**config.mk**
```make
export PLATFORM = sky130hd
export DESIGN_NAME = program_loader
export DESIGN_NICKNAME = d
export VERILOG_FILES = /design/src/rtl/program_loader.sv
export SDC_FILE = /design/constraint.sdc
export NUM_CORES = 1
export LEC_CHECK = 0
export ABC_AREA = 1
export BUFFER_PORTS_ARGS = -buffer_cell sky130_fd_sc_hd__buf_4
export CAP_MARGIN = 20
export CORE_UTILIZATION = 55
export CTS_CLUSTER_DIAMETER = 150
export DETAILED_ROUTE_END_ITERATION = 10
export PLACE_DENSITY_LB_ADDON = 0.25
export SETUP_SLACK_MARGIN = 0.15
export SLEW_MARGIN = 5
export SYNTH_ARGS = -nofsm -noshare
export SYNTH_HDL_FRONTEND = slang
export SYNTH_SLANG_ARGS = --single-unit
```
**constraint.sdc**
```tcl
create_clock -name clk -period 4.13 [get_ports clk]
set_input_delay 0.413 -clock clk [delete_from_list [all_inputs] [get_ports clk]]
set_output_delay 0.413 -clock clk [all_outputs]
set_load 0.02 [all_outputs]
```
**src/rtl/program_loader.sv**
```systemverilog
// Byte-serial program page loader: parses SYNC/ADDR/COUNT/data/CS frames, writes
// 16-bit instruction sets to consecutive page lines and verifies an XOR checksum.
module program_loader #(
    parameter logic [7:0] SYNC_BYTE              = 8'hA5,
    parameter int         INSTRUCTION_SET_LENGTH = 16
) (
    input  logic                              clk,
    input  logic                              rst,
    input  logic [7:0]                        in_data,
    input  logic                              in_valid,
    output logic                              in_ready,
    output logic                              wr_en,
    output logic [7:0]                        wr_addr,
    output logic [INSTRUCTION_SET_LENGTH-1:0] wr_data,
    output logic                              busy,
    output logic                              done,
    output logic                              err,
    output logic [7:0]                        start_addr
);

    typedef enum logic [2:0] {
        ST_IDLE   = 3'd0,
        ST_ADDR   = 3'd1,
        ST_COUNT  = 3'd2,
        ST_HI     = 3'd3,
        ST_LO     = 3'd4,
        ST_CS     = 3'd5,
        ST_REPORT = 3'd6
    } state_t;

    function automatic logic [7:0] cs_fold(input logic [7:0] acc, input logic [7:0] b);
        return acc ^ b;
    endfunction

    state_t                              state_q, state_d;
    logic [7:0]                          ptr_q, ptr_d;
    logic [7:0]                          frame_q, frame_d;
    logic [8:0]                          rem_q, rem_d;
    logic [7:0]                          cs_q, cs_d;
    logic [7:0]                          hi_q, hi_d;
    logic                                in_ready_q, in_ready_d;
    logic                                wr_en_q, wr_en_d;
    logic [7:0]                          wr_addr_q, wr_addr_d;
    logic [INSTRUCTION_SET_LENGTH-1:0]   wr_data_q, wr_data_d;
    logic                                busy_q, busy_d;
    logic                                done_q, done_d;
    logic                                err_q, err_d;
    logic [7:0]                          start_addr_q, start_addr_d;
    logic                                accept_s;

    assign accept_s = in_valid && in_ready_q;

    // State register.
    always_ff @(posedge clk) begin
        if (rst) begin
            state_q <= ST_IDLE;
        end else begin
            state_q <= state_d;
        end
    end

    // Next-state logic; the frame advances only on accepted bytes, gaps hold state.
    always_comb begin
        state_d = state_q;
        case (state_q)
            ST_IDLE: begin
                if (accept_s && (in_data == SYNC_BYTE)) begin
                    state_d = ST_ADDR;
                end else begin
                    state_d = ST_IDLE;
                end
            end
            ST_ADDR: begin
                if (accept_s) begin
                    state_d = ST_COUNT;
                end else begin
                    state_d = ST_ADDR;
                end
            end
            ST_COUNT: begin
                if (accept_s) begin
                    state_d = ST_HI;
                end else begin
                    state_d = ST_COUNT;
                end
            end
            ST_HI: begin
                if (accept_s) begin
                    state_d = ST_LO;
                end else begin
                    state_d = ST_HI;
                end
            end
            ST_LO: begin
                if (accept_s && (rem_q == 9'd1)) begin
                    state_d = ST_CS;
                end else if (accept_s) begin
                    state_d = ST_HI;
                end else begin
                    state_d = ST_LO;
                end
            end
            ST_CS: begin
                if (accept_s) begin
                    state_d = ST_REPORT;
                end else begin
                    state_d = ST_CS;
                end
            end
            ST_REPORT: state_d = ST_IDLE;
            default:   state_d = ST_IDLE;
        endcase
    end

    // Output and datapath logic; handshake and status flags follow the next state.
    always_comb begin
        ptr_d        = ptr_q;
        frame_d      = frame_q;
        rem_d        = rem_q;
        cs_d         = cs_q;
        hi_d         = hi_q;
        wr_en_d      = 1'b0;
        wr_addr_d    = wr_addr_q;
        wr_data_d    = wr_data_q;
        done_d       = 1'b0;
        err_d        = 1'b0;
        start_addr_d = start_addr_q;
        in_ready_d   = (state_d != ST_REPORT);
        busy_d       = (state_d != ST_IDLE);
        if (accept_s) begin
            case (state_q)
                ST_ADDR: begin
                    ptr_d   = in_data;
                    frame_d = in_data;
                    cs_d    = in_data;
                end
                ST_COUNT: begin
                    rem_d = (in_data == 8'd0) ? 9'd256 : {1'b0, in_data};
                    cs_d  = cs_fold(cs_q, in_data);
                end
                ST_HI: begin
                    hi_d = in_data;
                    cs_d = cs_fold(cs_q, in_data);
                end
                ST_LO: begin
                    wr_en_d   = 1'b1;
                    wr_addr_d = ptr_q;
                    wr_data_d = {hi_q, in_data};
                    ptr_d     = ptr_q + 8'd1;
                    rem_d     = rem_q - 9'd1;
                    cs_d      = cs_fold(cs_q, in_data);
                end
                ST_CS: begin
                    if (in_data == cs_q) begin
                        done_d       = 1'b1;
                        start_addr_d = frame_q;
                    end else begin
                        err_d = 1'b1;
                    end
                end
                default: begin
                    ptr_d = ptr_q;
                end
            endcase
        end else begin
            wr_en_d = 1'b0;
        end
    end

    // Datapath and output registers.
    always_ff @(posedge clk) begin
        if (rst) begin
            ptr_q        <= 8'd0;
            frame_q      <= 8'd0;
            rem_q        <= 9'd0;
            cs_q         <= 8'd0;
            hi_q         <= 8'd0;
            in_ready_q   <= 1'b1;
            wr_en_q      <= 1'b0;
            wr_addr_q    <= 8'd0;
            wr_data_q    <= '0;
            busy_q       <= 1'b0;
            done_q       <= 1'b0;
            err_q        <= 1'b0;
            start_addr_q <= 8'd0;
        end else begin
            ptr_q        <= ptr_d;
            frame_q      <= frame_d;
            rem_q        <= rem_d;
            cs_q         <= cs_d;
            hi_q         <= hi_d;
            in_ready_q   <= in_ready_d;
            wr_en_q      <= wr_en_d;
            wr_addr_q    <= wr_addr_d;
            wr_data_q    <= wr_data_d;
            busy_q       <= busy_d;
            done_q       <= done_d;
            err_q        <= err_d;
            start_addr_q <= start_addr_d;
        end
    end

    assign in_ready   = in_ready_q;
    assign wr_en      = wr_en_q;
    assign wr_addr    = wr_addr_q;
    assign wr_data    = wr_data_q;
    assign busy       = busy_q;
    assign done       = done_q;
    assign err        = err_q;
    assign start_addr = start_addr_q;

endmodule

```
==> results.toml <==
[timing]
clock_skew_ps = 10.07
setup_violations = 0
setup_ws_ps = 1869
finalCritPeriodShare_pct = 54.74
rsz0062_at_grt = "false"
final.min_clock_period_ps = 2261
maxSlewHeadroom_pct = 57.53
fmax_mhz = 442.3
final-hold-violation-count = 0
finalSetupTns_ps = 0
holdWs_ps = 264.5
worst_pin_slew_ps = 637.0
drv_slew = 0

[power_and_ir_drop]
internal-power_mw = 1.145
vdd_ir_drop_max_v = 0.0002295
p_leak_nw = 2.109
combPwrFrac_pct = 4.0
p_sw_uw = 346.0
switching_share_pct = 23.20
cellPowerDensity_nw_per_um2 = 346.3
p_seq_share_pct = 52.4
clock_power_share_pct = 43.7
power_mw = 1.491

[critical_path]
max_stage_delay_ps = 370
startpoint_type = "flop"
critPathKind = "reg2reg"
reg2reg_from = "state_q[0]"
cp-end-kind = "flop"
cp_cell_sequence = "nor2_2 > nand2_2 > nor2_4 > buf_4 > inv_2 > nand2_1 > inv_1 > nor2_1 > a21oi_1"
arrival_ps = 2500
crit_fanout = 37
slowest_stage = "dfxtp_1"
critPathLaunch = "state_q[0]"
critPathRequiredTime_ps = 4370

[outcome]
status = "finished with violations"
violations = "design-rule violations"

[layout]
instances_no_fill = 659
final_common_cell = "nand2_1"
drive_above_1_share_pct = 14.26
fillers = 556
final_cell_mix = "nand2_1 (106), dfxtp_1 (81), nor2_1 (76), inv_1 (67), o21ai_0 (61)"
antenna-diode-count = 0
area_growth_pct = 15.82
design_area_um2 = 4305
final_nets = 591
utilization_pct = 67.04

[drt]
viasPerCell = 5.429
vias = 3578
wirelength_um = 8653
drtIter0Drc = 205
antenna_left = 0
wl_per_cell_um = 13.13
drt_pass1_iterations = 8
drc_errors = 10

[floorplan]
num_rows = 29
die_area_um2 = 7091
core_um2 = 6422
die_w_um = 84.21
start_util_pct = 57.88
io_pins = 48
die_h_um = 84.21

[clock_network]
clockBufferDepth = 2
cts_setup_buffers = 0
clkLatencyLatePin_ps = 350
path_clk_slew_ps = 90
postCtsHoldBufs = 0
cts_buffers = 9
tritoncts = "done"
cts_resized = 0
htreeDepth = 3
cts_root_buf = "clkbuf_8"
clock-sinks = 81

[synth]
synth_nets = 552
ys_seq_elements = 81
yosysTopAreaCell = "dfxtp_1"
netlist_top_cells_area = "dfxtp_1 (44%), nand2_1 (11%), o21ai_0 (8.2%)"
synth.top_cell.area_share_pct = 43.62
yosysWarnings = 0
netlist_area_um2 = 3717
syn_inst = 538
synth.avg_cell_area_um2 = 6.910
async_flop_share_pct = 0
seq_area_frac_synth_pct = 43.62
synth-edff-count = 0
ys.flop_type = "dfxtp_1"
synthDistinctLibCells = 28

[grt]
grt_usage_pct = 25.71
overflow = 0
antenna_found_initial = 0
grt_pass1_vias = 3218
grt_pass1_wl_um = 14650
grt_max_degree = 77

[placement]
dpl-instance-area_um2 = 4079
place.gp.congestion = 0.8500
dpl_worst_slack_ps = 1916
portBuffers = 47
dp.cells = 643
hpwl_um = 5885

[min_path]
hold_class = "in2reg"
hold_start = "rst"

[run]
maxCapViolations = 0
## sequential cells by signal, indices dropped and copies added, names as in the netlist, 3 cells and up
register / cells
state_q: 3
wr_addr: 8
start_addr: 8
ptr_q: 8
cs_q: 8
frame_q: 8
wr_data: 16
rem_q: 9
hi_q: 8
## worst paths after layout
kind | to | slack, ps | depth (start not counted)
worst max-delay path | ptr_q[7] | 1870 | 9
worst min-delay path | rem_q[2] | 260 | 2
worst max register to register | ptr_q[7] | 1870 | 9
worst min register to register | frame_q[6] | 460 | 2
## power by group through the flow
stage / registers (mW) / logic, mW / clock network (mW)
after floorplan: 0.799 / 0.0349 / 0
after global placement: 0.799 / 0.0576 / 0
after detailed placement: 0.799 / 0.0580 / 0
after CTS: 0.781 / 0.0584 / 0.657
after global routing: 0.781 / 0.0645 / 0.694
final: 0.781 / 0.0590 / 0.651
## area by class of cell
cell class	instances	area [um2]	share of cell area, %
timing repair buffer	49	367.9	8.544
tap	77	96.34	2.238
multi-input combinational	365	1727	40.10
inverter	71	266.5	6.190
sequential	81	1622	37.66
clock buffer	9	123.9	2.877
clock inverter	7	102.6	2.383
## synthesized netlist by cell type, types with 2 or more instances
| cell type | number |
|---|---|
| a21oi_1 | 60 |
| o21ai_1 | 3 |
| clkbuf_1 | 12 |
| nor2_4 | 5 |
| inv_1 | 67 |
| nor3_1 | 2 |
| o21ai_0 | 61 |
| inv_2 | 4 |
| nand2_1 | 106 |
| dfxtp_1 | 81 |
| buf_4 | 3 |
| xnor2_1 | 3 |
| nand2_2 | 5 |
| nand3_1 | 19 |
| nand4_1 | 13 |
| buf_2 | 4 |
| ha_1 | 3 |
| nor2_2 | 2 |
| nor2_1 | 76 |
## critical path, delay by kind of cell (launching register included)
family	cells	cell delay, ps
compound gates	1	70
simple gates	5	1040
flops	1	370
buf+inv	3	670
## cell families after synthesis
group,synth area share (%)
simple gates,26.76
fa+ha+maj,1.010
xor+xnor,0.7070
buf+inv,9.929
flops,43.62
compound gates,17.97
## routing by layer
metal  up-vias  wire length (um)  share of wire, %  track usage [%]
met2       127              3994                46            43.52
li1       1800                 -                 -                -
met5         -                 0                 0                0
met1      1638              3999                46            32.94
met4         0               159               1.8            8.777
met3        13               499               5.8            5.015
No activity file was read; power rests on OpenSTA's default activity.
